`config.mk`:
```
export PLATFORM = sky130hd
export DESIGN_NAME = adder_stim_check
export DESIGN_NICKNAME = d
export VERILOG_FILES = /design/src/rtl/adder_stim_check.sv
export SDC_FILE = /design/constraint.sdc
export NUM_CORES = 1
export LEC_CHECK = 0
export CELL_PAD_IN_SITES_DETAIL_PLACEMENT = 1
export CELL_PAD_IN_SITES_GLOBAL_PLACEMENT = 1
export CORE_MARGIN = 3
export CORE_UTILIZATION = 30
export DETAILED_ROUTE_END_ITERATION = 8
export DONT_BUFFER_PORTS = 1
export HOLD_SLACK_MARGIN = 0.03
export PLACE_DENSITY_LB_ADDON = 0.1
export SLEW_MARGIN = 20
export SYNTH_ARGS = -nofsm -noshare
export SYNTH_HDL_FRONTEND = slang
export SYNTH_SLANG_ARGS = --single-unit
```
`constraint.sdc`:
```
create_clock -name clk -period 6.94 [get_ports clk]
set_clock_uncertainty 0.1 [all_clocks]
set_input_delay 1.388 -clock clk [delete_from_list [all_inputs] [get_ports clk]]
set_output_delay 1.388 -clock clk [all_outputs]
set_load 0.03 [all_outputs]
```
`src/rtl/adder_stim_check.sv`:
```
// adder_stim_check
//   Stimulus source and checker for a registered adder under test. On start it
//   drives NUM_VECTORS operand pairs: four corner vectors, then LFSR-derived
//   vectors. Each vector's expected sum travels down a LATENCY+1 deep pipeline
//   and is compared against the returned sum when it reaches the last stage.
//
// Ports
//   clk            rising-edge clock
//   reset          asynchronous, active-high reset
//   start          begins (or restarts) a run; honoured only in IDLE or DONE
//   a, b           registered operands to the adder (WIDTH bits)
//   sum            adder result (WIDTH+1 bits)
//   busy           high while vectors are issued or still outstanding
//   done           high once every vector has been checked
//   pass           done with zero mismatches
//   err_count      saturating mismatch count
//   first_err_idx  index of the first mismatching vector, 0 if none
`timescale 1ns/1ps

module adder_stim_check #(
  parameter int          WIDTH       = 19,
  parameter int          LATENCY     = 2,
  parameter int          NUM_VECTORS = 1024,
  parameter logic [31:0] SEED        = 32'hACE1_2468
) (
  input  logic             clk,
  input  logic             reset,
  input  logic             start,
  output logic [WIDTH-1:0] a,
  output logic [WIDTH-1:0] b,
  input  logic [WIDTH:0]   sum,
  output logic             busy,
  output logic             done,
  output logic             pass,
  output logic [15:0]      err_count,
  output logic [15:0]      first_err_idx
);

  localparam logic [31:0] LFSR_TAPS = 32'h8020_0003;
  localparam logic [15:0] LAST_IDX  = 16'(NUM_VECTORS - 1);

  typedef enum logic [1:0] {S_IDLE, S_RUN, S_DRAIN, S_DONE} state_t;

  // Right-shifting Galois LFSR step.
  function automatic logic [31:0] lfsr_step(input logic [31:0] cur);
    lfsr_step = cur[0] ? ((cur >> 1) ^ LFSR_TAPS) : (cur >> 1);
  endfunction

  // Alternating bit pattern; lsb selects the value of bit 0.
  function automatic logic [WIDTH-1:0] alt_pattern(input logic lsb);
    logic [WIDTH-1:0] p;
    for (int k = 0; k < WIDTH; k++) begin
      p[k] = k[0] ^ lsb;
    end
    alt_pattern = p;
  endfunction

  // Full-width sum, no truncation of the carry.
  function automatic logic [WIDTH:0] full_sum(input logic [WIDTH-1:0] x,
                                              input logic [WIDTH-1:0] y);
    full_sum = {1'b0, x} + {1'b0, y};
  endfunction

  state_t           r_state;
  state_t           w_next_state;
  logic [15:0]      r_idx;
  logic [31:0]      r_lfsr_a;
  logic [31:0]      r_lfsr_b;
  logic [WIDTH-1:0] r_a;
  logic [WIDTH-1:0] r_b;
  logic [15:0]      r_err_count;
  logic [15:0]      r_first_err_idx;

  logic [LATENCY:0] r_vld;
  logic [WIDTH:0]   r_exp  [LATENCY+1];
  logic [15:0]      r_pidx [LATENCY+1];

  logic             w_start;
  logic             w_issue;
  logic             w_last;
  logic [15:0]      w_cur_idx;
  logic [WIDTH-1:0] w_vec_a;
  logic [WIDTH-1:0] w_vec_b;
  logic [WIDTH:0]   w_vec_exp;
  logic             w_older_vld;
  logic             w_drained;
  logic             w_miss;

  // A start pulse is only meaningful when no run is in flight.
  assign w_start   = start && ((r_state == S_IDLE) || (r_state == S_DONE));
  assign w_issue   = w_start || (r_state == S_RUN);
  assign w_last    = (r_state == S_RUN) && (r_idx == LAST_IDX);
  assign w_cur_idx = w_start ? 16'd0 : r_idx;

  // Vector for the index being issued this edge; zeros when nothing is issued.
  always_comb begin
    w_vec_a = '0;
    w_vec_b = '0;
    if (w_issue) begin
      if (w_cur_idx == 16'd0) begin
        w_vec_a = '0;
        w_vec_b = '0;
      end else if (w_cur_idx == 16'd1) begin
        w_vec_a = '1;
        w_vec_b = '1;
      end else if (w_cur_idx == 16'd2) begin
        w_vec_a = '1;
        w_vec_b = WIDTH'(1);
      end else if (w_cur_idx == 16'd3) begin
        w_vec_a = alt_pattern(1'b1);
        w_vec_b = alt_pattern(1'b0);
      end else begin
        w_vec_a = r_lfsr_a[WIDTH-1:0];
        w_vec_b = r_lfsr_b[WIDTH-1:0];
      end
    end
  end

  assign w_vec_exp = full_sum(w_vec_a, w_vec_b);

  // The final compare is the one with no valid entries behind it.
  always_comb begin
    w_older_vld = 1'b0;
    for (int k = 0; k < LATENCY; k++) begin
      w_older_vld = w_older_vld | r_vld[k];
    end
  end

  assign w_drained = r_vld[LATENCY] && !w_older_vld;
  assign w_miss    = r_vld[LATENCY] && (sum != r_exp[LATENCY]);

  // FSM state register
  always_ff @(posedge clk or posedge reset) begin
    if (reset) begin
      r_state <= S_IDLE;
    end else begin
      r_state <= w_next_state;
    end
  end

  // FSM next state
  always_comb begin
    w_next_state = r_state;
    case (r_state)
      S_IDLE:  if (w_start)   w_next_state = S_RUN;
      S_RUN:   if (w_last)    w_next_state = S_DRAIN;
      S_DRAIN: if (w_drained) w_next_state = S_DONE;
      S_DONE:  if (w_start)   w_next_state = S_RUN;
      default:                w_next_state = S_IDLE;
    endcase
  end

  // FSM outputs
  always_comb begin
    busy = (r_state == S_RUN) || (r_state == S_DRAIN);
    done = (r_state == S_DONE);
    pass = (r_state == S_DONE) && (r_err_count == 16'd0);
  end

  // Issue stage: index counter, LFSRs and operand registers
  always_ff @(posedge clk or posedge reset) begin
    if (reset) begin
      r_idx    <= 16'd0;
      r_lfsr_a <= SEED;
      r_lfsr_b <= ~SEED;
      r_a      <= '0;
      r_b      <= '0;
    end else begin
      r_a <= w_vec_a;
      r_b <= w_vec_b;
      if (w_start) begin
        r_idx    <= 16'd1;
        r_lfsr_a <= SEED;
        r_lfsr_b <= ~SEED;
      end else if (r_state == S_RUN) begin
        r_idx <= r_idx + 16'd1;
        // Stepping from vector 3 onward makes vector 4 one step past the seed.
        if (r_idx >= 16'd3) begin
          r_lfsr_a <= lfsr_step(r_lfsr_a);
          r_lfsr_b <= lfsr_step(r_lfsr_b);
        end
      end
    end
  end

  assign a = r_a;
  assign b = r_b;

  // Expectation pipeline: valid bits are reset, payload is not
  always_ff @(posedge clk or posedge reset) begin
    if (reset) begin
      r_vld <= '0;
    end else begin
      r_vld[0] <= w_issue;
      for (int k = 1; k <= LATENCY; k++) begin
        r_vld[k] <= r_vld[k-1];
      end
    end
  end

  always_ff @(posedge clk) begin
    r_exp[0]  <= w_vec_exp;
    r_pidx[0] <= w_cur_idx;
    for (int k = 1; k <= LATENCY; k++) begin
      r_exp[k]  <= r_exp[k-1];
      r_pidx[k] <= r_pidx[k-1];
    end
  end

  // Compare stage: error counting against the returned sum
  always_ff @(posedge clk or posedge reset) begin
    if (reset) begin
      r_err_count     <= 16'd0;
      r_first_err_idx <= 16'd0;
    end else if (w_start) begin
      r_err_count     <= 16'd0;
      r_first_err_idx <= 16'd0;
    end else if (w_miss) begin
      if (r_err_count != 16'hFFFF) begin
        r_err_count <= r_err_count + 16'd1;
      end
      if (r_err_count == 16'd0) begin
        r_first_err_idx <= r_pidx[LATENCY];
      end
    end
  end

  assign err_count     = r_err_count;
  assign first_err_idx = r_first_err_idx;

endmodule

```
==> impl_metrics.tcl, run 1 <==
set metrics [dict create \
    status "finished clean" \
    endpoint_kind "flip-flop" \
    stdcell_count 1440 \
    multi_input_area_um2 3784 \
    cp.required_ns 7.27 \
    netlist_instances 982 \
    die_y_um 189.8 \
    antennaDiodeCount 0 \
    clk_latency_ns 0.55 \
    synth_area_leaders "dfrtp_1, dfxtp_1, dfstp_2, nand2_1, ha_1" \
    cts_tree "built" \
    grt_max_degree 93 \
    crit_fanout 13 \
    maxCapViolCount 0 \
    clk_path_buf_depth 3 \
    peakVddDrop_uv 184.7 \
    cts_setup_buffers 0 \
    relSlewSlack_pct 38.88 \
    hold_buffers 0 \
    ys_seq_area_share_pct 60.03 \
    drv_slew 0 \
    grt_pass1_wl_um 41900 \
    finalHoldViolations 0 \
    dp.cells 1382 \
    drc_errors 0 \
    wl_um 26240 \
    grt_overflow 0 \
    fmax_mhz 214.4 \
    port-buffer-count 0 \
    most-common-layout-cells "nand2_1, dfrtp_1, dfxtp_1, nor2_1, a21oi_1" \
    cpPeakStageDelay_ns 0.57 \
    synth_area_leader_cell "dfrtp_1" \
    io-pin-count 96 \
    initial_utilization_pct 30.82 \
    syn_area_um2 10130 \
    setup_tns_ns 0 \
    cts_buffers 31 \
    via_per_inst 4.767 \
    die_w_um 189.8 \
    ff_latch_area_um2 6081 \
    cp-startpoint "start" \
    place_ws_ns 1.704 \
    worstSetupPathType "in2reg" \
    synth_edf_count 0 \
    ys_ff_latch 263 \
    r2r_start "r_state[0]$_DFFE_PP0P_" \
    worst_pin_slew_ns 0.9169 \
    hp-start "r_exp[0][11]$_DFF_P_" \
    setup_slack_ns 2.276 \
    rows 66 \
    layout_commonest_cell "nand2_1" \
    report.final.setup_viol 0 \
    finalPower_uw 3554 \
    cp.arrival_ns 5.00 \
    vias 6864 \
    power_density_nw_per_um2 305.5 \
    synth-async-reset-ratio_pct 58.94 \
    root_buffer "clkbuf_16" \
    fin_crit_sh_pct 67.20 \
    cpMaxStageDelayCell "or3b_1" \
    ant_nets 0 \
    fin_area_um2 11630 \
    post_cts_resize_count 0 \
    routedWlPerCell_um 18.22 \
    fin_crit_ns 4.664 \
    fillerInstances 3728 \
    drive_gt1_share_pct 11.22 \
    avgSynthCellArea_um2 10.32 \
    antenna_found_initial 0 \
    routabilityCongestion 0.7924 \
    cts_sinks 263 \
    first_pass_iters 4 \
    hold_class "reg2reg" \
    ys.flop_type "dfrtp_1" \
    die-area_um2 36010 \
    worstPathCellList "nand2_2, and2_1, or3b_1, o21a_1, a21oi_1, ha_1, a211oi_1, o211ai_1, a41oi_2, o21ai_1, a311o_1, a21o_1" \
    grt_pass1_vias 7162 \
    final_nets 1023 \
    drtIter0Drc 240 \
    cellLeakagePower_uw 0.005133 \
    synth.distinct_cells 61 \
    htreeDepth 1 \
    post-dp-hpwl_um 17660 \
    coreArea_um2 32870 \
    synth_top_area_share_pct 30.39 \
    syn_to_final_growth_pct 14.82 \
    grt_usage_pct 14.52 \
    clkTransAtPathRegs_ns 0.06 \
    synth_fp_nets 1032 \
    yosysWarnings 0 \
    dpl_cell_area_um2 10540 \
    crit_path_start_kind "input pin" \
    rsz0062_at_grt "no" \
]
power breakdown:
| group | switching [uW] | internal [uW] |
|---|---|---|
| Clock | 644 | 1020 |
| Combinational | 85.0 | 61.6 |
| Sequential | 176 | 1570 |
| Total | 905 | 2650 |
path summary, 6_finish.rpt:
path	slack, ns	cells after the start	endpoint
max in group asynchronous	4.55	2	b[8]$_DFF_PP0_
min in group asynchronous	0.77	1	r_lfsr_a[28]$_DFFE_PP0P_
max reg2reg	2.29	14	r_exp[0][19]$_DFF_P_
min	0.22	0	r_exp[0][31]$_DFF_P_
min reg2reg	0.22	0	r_exp[0][31]$_DFF_P_
max	2.28	12	r_exp[0][19]$_DFF_P_
logic make-up after synthesis:
group | Yosys count | share of synthesized area, %
multiplexers | 20 | 1.989
flip-flops | 263 | 60.03
XOR/XNOR | 51 | 4.410
AND/OR/NAND/NOR | 401 | 18.03
adder cells (fa/ha/maj) | 27 | 3.409
buffers and inverters | 64 | 2.841
AO/OA/AOI/OAI | 156 | 9.289
Yosys cell counts, types with 5 or more instances:
library cell	n
clkbuf_1	24
and3_1	6
dfxtp_1	108
dfstp_2	32
nand3_1	39
nand2b_1	6
and2_1	18
buf_2	17
o21ai_0	47
inv_1	14
o211ai_1	7
dfrtp_1	123
a21o_1	6
nand4_1	17
ha_1	26
buf_1	5
mux2i_1	19
xor2_1	33
nor4_1	12
nor3_1	7
nor2_1	56
a211oi_1	5
or3_1	8
a21oi_1	56
nand2_1	210
o31ai_1	7
xnor2_1	18
or4_1	6
worst max-delay path: cells and delay by family:
family          cells  cell delay (ns)
compound gates      8             2.24
fa+ha+maj           1             0.31
simple gates        3             1.04
layer usage:
metal | global-route usage (%) | up-vias | share of wire, %
met1 | 20.30 | 3405 | 48
met2 | 23.26 | 100 | 46
li1 | - | 3317 | -
met3 | 2.248 | 42 | 3.3
met4 | 4.464 | 0 | 2.7
met5 | 0 | - | 0
state kept, by name (all words and copies together) (netlist names):
signal	cells
a	19
r_vld	3
r_idx	16
r_lfsr_a	32
r_exp	60
r_pidx	48
err_count	16
r_lfsr_b	32
first_err_idx	16
b	19
r_state	2
layout make-up:
cell class                      count  share of cell area (%)
Sequential cell                   263                   52.28
Multi-Input combinational cell    655                   32.53
Clock buffer                       44                   8.423
Tap cell                          442                   4.755
Clock inverter                     14                   1.000
Timing Repair Buffer                8                  0.5163
Inverter                           14                  0.4948
through the flow:
step,hold WS [ns],utilization (%)
floorplan,0.2096,-
global placement,0.2109,32.05
detailed placement,0.2132,32.05
CTS,0.2253,35.39
global route,0.2292,35.39
finish,0.2212,35.39
Note: power is estimated with default switching activity, not from simulation.
==> inputs of run 2 (changes only) <==
- clock period: 6.94 -> 4.35 ns (I/O delays scaled with it)
==> run 2 against run 1 <==
  * Via count is 0.25% lower
  * Total power grew 54%
  * Critical path depth increased by 2
  * Combinational power increased by 65%
  * Die area is the same
  * Count of clock-buffer cells in the layout did not move
  * Critical endpoint unchanged
  * Largest power group unchanged
==> impl_metrics.tcl, run 2 (synthesized netlist as in run 1, its figures left out) <==
set metrics [dict create \
    status "finished clean" \
    fin_crit_ns 4.071 \
    ff_latch_area_um2 6081 \
    fin_crit_sh_pct 93.58 \
    cp.arrival_ns 4.41 \
    report.final.setup_viol 0 \
    fillerInstances 3672 \
    rows 66 \
    r2r_cells 14 \
    endpoint_kind "flip-flop" \
    finalHoldViolations 0 \
    drtIter0Drc 261 \
    antennaDiodeCount 0 \
    drc_errors 0 \
    hold_class "reg2reg" \
    wl_um 26100 \
    root_buffer "clkbuf_16" \
    power_density_nw_per_um2 468.9 \
    setup_tns_ns 0 \
    routabilityCongestion 0.8092 \
    cts_tree "built" \
    grt_pass1_wl_um 41740 \
    maxCapViolCount 0 \
    antenna_found_initial 0 \
    crit_fanout 8 \
    die-area_um2 36010 \
    rsz0062_at_grt "no" \
    crit_path_start_kind "flip-flop" \
    clk_path_buf_depth 3 \
    reg_top3 "r_exp (60), r_pidx (48)" \
    relSlewSlack_pct 37.57 \
    htreeDepth 1 \
    vias 6847 \
    cts_buffers 29 \
    fmax_mhz 245.7 \
    setup_slack_ns 0.2792 \
    fin_util_pct 35.56 \
    coreArea_um2 32870 \
    ant_nets 0 \
    grt_pass1_vias 7212 \
    largest-register "r_exp" \
    routedWlPerCell_um 17.98 \
    most-common-layout-cells "nand2_1, dfrtp_1, dfxtp_1, nor2_1, a21oi_1" \
    post-dp-hpwl_um 17650 \
    via_per_inst 4.716 \
    peakVddDrop_uv 244.0 \
    worstSetupPathType "reg2reg" \
    drv_slew 0 \
    final_nets 1037 \
    syn_to_final_growth_pct 15.37 \
    cts_sinks 263 \
    multi_input_area_um2 3805 \
    clkTransAtPathRegs_ns 0.06 \
    port-buffer-count 0 \
    layout_commonest_cell "nand2_1" \
    die_w_um 189.8 \
    place_ws_ns 0.05705 \
    worst_pin_slew_ns 0.9365 \
    die_y_um 189.8 \
    initial_utilization_pct 30.82 \
    grt_usage_pct 14.48 \
    hold_buffers 0 \
    largest_register_ffs 60 \
    holdPathStages 0 \
    cellLeakagePower_uw 0.005181 \
    grt_max_degree 156 \
    io-pin-count 96 \
    cp.required_ns 4.69 \
    grt_overflow 0 \
    drive_gt1_share_pct 12.08 \
    clk_latency_ns 0.55 \
    first_pass_iters 4 \
]
-- run 2: cell types whose count changed in the layout (fill, tap and decap cells not counted), moves of 2 or more --
cell	delta
buf_4	+13
clkinvlp_4	-4
clkbuf_16	-3
clkbuf_8	-3
clkbuf_1	+6
a21oi_2	+2
buf_12	+3
a21oi_1	-2
-- run 2: worst paths after layout --
path                                       startpoint                   endpoint  slack [ns]
worst max register to register  r_idx[11]$_DFFE_PP0N_       r_exp[0][19]$_DFF_P_        0.28
worst max-delay path            r_idx[11]$_DFFE_PP0N_       r_exp[0][19]$_DFF_P_        0.28
worst min-delay path             r_exp[0][29]$_DFF_P_       r_exp[0][49]$_DFF_P_        0.22
worst min register to register   r_exp[0][29]$_DFF_P_       r_exp[0][49]$_DFF_P_        0.22
max in group asynchronous                       reset  err_count[14]$_DFFE_PP0P_        3.11
min in group asynchronous                       reset   r_lfsr_a[25]$_DFFE_PP0P_        0.35
-- run 2: power breakdown --
part           switching [uW]  internal (uW)  leakage, uW
Combinational             142            100      0.00194
Clock                     994           1470     0.000484
Sequential                277           2500      0.00275
Total                    1410           4070      0.00518
-- run 2: routing by layer --
layer | up-vias | share of wire, % | GRT usage (%)
met5 | - | 0 | 0
li1 | 3346 | - | -
met2 | 87 | 46 | 23.28
met3 | 32 | 3.7 | 2.672
met1 | 3382 | 48 | 20.20
met4 | 0 | 1.8 | 3.725
-- run 2: per-stage QoR --
stage          cells  hold slack (ns)  area, um^2  total power (uW)
3_5_place_dp    1397           0.2132       10690              3068
3_3_place_gp    1397           0.2099       10690              3062
5_1_grt         1452           0.2314       11690              5740
6_report        1452           0.2213       11690              5480
4_1_cts         1451           0.2235       11660              5580
2_1_floorplan    982           0.2096       10130              2958
-- run 2: area by class of cell --
cell class / count / share of cell area (%)
Sequential cell: 263 / 52.03
Tap cell: 442 / 4.732
Clock buffer: 44 / 7.580
Timing Repair Buffer: 24 / 1.863
Clock inverter: 10 / 0.7495
Multi-Input combinational cell: 655 / 32.56
Inverter: 14 / 0.4818
-- run 2: worst max-delay path, stage by stage, from the launching register on --
cell and delay, ns:
dfrtp_1 0.43, nor4_2 0.37, nand4_1 0.13, buf_4 0.18, or3b_1 0.44, o21a_1 0.19
buf_4 0.18, a21oi_1 0.33, ha_1 0.35, nand2_1 0.09, o21ai_0 0.13, a41oi_2 0.31
o21ai_1 0.19, a311o_1 0.35, a21o_1 0.19
-- run 2: repair_timing --
item,CTS,global route
gates resized for setup,0,3
buffers inserted,0,1
endpoints found under the setup margin,0,7
==> inputs of run 3 (changes only) <==
- MAX_ROUTING_LAYER: default -> met4
==> run 3 against run 2 <==
  * Core utilization is essentially flat
  * Fmax is essentially flat
  * Critical endpoint unchanged
  * Sequential share of layout area is essentially flat
  * Non-clock buffer count is the same
==> impl_metrics.tcl, run 3 (synthesized netlist as in run 1, its figures left out) <==
set metrics [dict create \
    drtIter0Drc 284 \
    antenna_found_initial 0 \
    hold_class "reg2reg" \
    die_y_um 189.8 \
    setup_tns_ns 0 \
    worstSetupPathType "reg2reg" \
    grt_pass1_wl_um 41690 \
    final_nets 1037 \
    port-buffer-count 0 \
    clk_latency_ns 0.55 \
    largest-register "r_exp" \
    path_common_cell "buf_4" \
    report.final.setup_viol 0 \
    drive_gt1_share_pct 12.08 \
    cts_tree "built" \
    die-area_um2 36010 \
    fin_crit_sh_pct 93.55 \
    reg_top3 "r_exp (60), r_pidx (48)" \
    place_ws_ns 0.05705 \
    crit_buf_inv 2 \
    post-dp-hpwl_um 17650 \
    layout_commonest_cell "nand2_1" \
    first_pass_iters 4 \
    worstPathCellList "nor4_2, nand4_1, buf_4, or3b_1, o21a_1, buf_4, a21oi_1, ha_1, nand2_1, o21ai_0, a41oi_2, o21ai_1, a311o_1, a21o_1" \
    hold_buffers 0 \
    endpoint "r_exp[0][19]$_DFF_P_" \
    grt_usage_pct 14.88 \
    r2r_start "r_idx[11]$_DFFE_PP0N_" \
    finalHoldViolations 0 \
    die_w_um 189.8 \
    rows 66 \
    grt_pass1_vias 7216 \
    fmax_mhz 245.7 \
    wl_um 26180 \
    crit_path_start_kind "flip-flop" \
    multi_input_area_um2 3805 \
    vias 6865 \
    power_density_nw_per_um2 468.9 \
    largest_register_ffs 60 \
    relSlewSlack_pct 35.90 \
    dp.cells 1397 \
    stdcell_count 1453 \
    cts_buffers 29 \
    via_per_inst 4.725 \
    cpPeakStageDelay_ns 0.44 \
    fillerInstances 3672 \
    clkTransAtPathRegs_ns 0.06 \
    most-common-layout-cells "nand2_1, dfrtp_1, dfxtp_1, nor2_1, a21oi_1" \
    drv_slew 0 \
    maxCapViolCount 0 \
    r2r_cells 14 \
    htreeDepth 1 \
    root_buffer "clkbuf_16" \
    critical-path-top-delay-family "compound AO/OA/AOI/OAI gates" \
    fin_crit_ns 4.070 \
    routabilityCongestion 0.8211 \
    timing.rr.end "r_exp[0][19]$_DFF_P_" \
    whs_ns 0.2224 \
    syn_to_final_growth_pct 15.39 \
    cp-startpoint "r_idx[11]$_DFFE_PP0N_" \
    grt_overflow 0 \
    rsz0062_at_grt "no" \
    reg2reg_slack_ns 0.28 \
    crit_fanout 8 \
    initial_utilization_pct 30.82 \
    setup_slack_ns 0.2804 \
    drc_errors 0 \
    ff_latch_area_um2 6081 \
    routedWlPerCell_um 18.02 \
    endpoint_kind "flip-flop" \
    worst_pin_slew_ns 0.9581 \
    crit_cells 14 \
    clk_path_buf_depth 3 \
    cpMaxStageDelayCell "or3b_1" \
    cts_sinks 263 \
    coreArea_um2 32870 \
    ant_nets 0 \
    dpl_cell_area_um2 10690 \
    status "finished clean" \
    io-pin-count 96 \
    fin_area_um2 11690 \
    cp.required_ns 4.69 \
    grt_max_degree 156 \
    peakVddDrop_uv 242.4 \
    cp.arrival_ns 4.41 \
    cellLeakagePower_uw 0.005181 \
]
## run 3: cell types whose count changed in the layout (fill, tap and decap cells not counted)
cell and delta:
diode_2 +1
## run 3: timing repair
| action | CTS | global route |
|---|---|---|
| setup endpoints to repair | 0 | 7 |
| buffers inserted | 0 | 1 |
| resized for setup | 0 | 3 |
## run 3: routing by layer
metal,up-vias,global-route usage (%),routed length [um]
met5,-,-,0
met4,0,3.725,476
met3,35,2.672,1042
met2,104,23.32,12070
met1,3378,20.11,12590
li1,3348,-,-
## run 3: power by group
part,leakage (uW),switching [uW],internal (uW),total [uW]
sequential,0.00275,277,2500,2780
clock,0.000484,995,1470,2460
combinational,0.00194,142,100,242
## run 3: layout make-up
cell class / count / area share (%)
clock buffer: 44 / 7.579
clock inverter: 10 / 0.7493
timing repair buffer: 24 / 1.863
multi-input combinational: 655 / 32.55
inverter: 14 / 0.4817
antenna: 1 / 0.02141
sequential: 263 / 52.02
tap: 442 / 4.731
## run 3: worst min-delay path by stage
stage                                startpoint               endpoint  slack, ns  cells after the start
after floorplan             r_exp[0][0]$_DFF_P_   r_exp[0][20]$_DFF_P_       0.21                      0
after global placement     r_exp[0][39]$_DFF_P_   r_exp[0][59]$_DFF_P_       0.21                      0
after detailed placement   r_exp[0][29]$_DFF_P_   r_exp[0][49]$_DFF_P_       0.21                      0
after CTS                  r_exp[0][29]$_DFF_P_   r_exp[0][49]$_DFF_P_       0.22                      0
after global routing      r_pidx[0][22]$_DFF_P_  r_pidx[0][38]$_DFF_P_       0.23                      0
final                      r_pidx[0][7]$_DFF_P_  r_pidx[0][23]$_DFF_P_       0.22                      0
## run 3: worst reg2reg max path, delay by kind of cell (launching register included)
family                     cells  cell delay, ns
adders and majority gates      1            0.35
and+or+nand+nor                4            1.04
DFF                            1            0.43
buffers and inverters          2            0.36
AOI/OAI and AO/OA              7            1.68
## run 3: through the flow
stage	util [%]	total power [uW]
floorplan	-	2958
global placement	32.53	3062
detailed placement	32.53	3068
CTS	35.49	5580
global route	35.56	5737
finish	35.56	5481
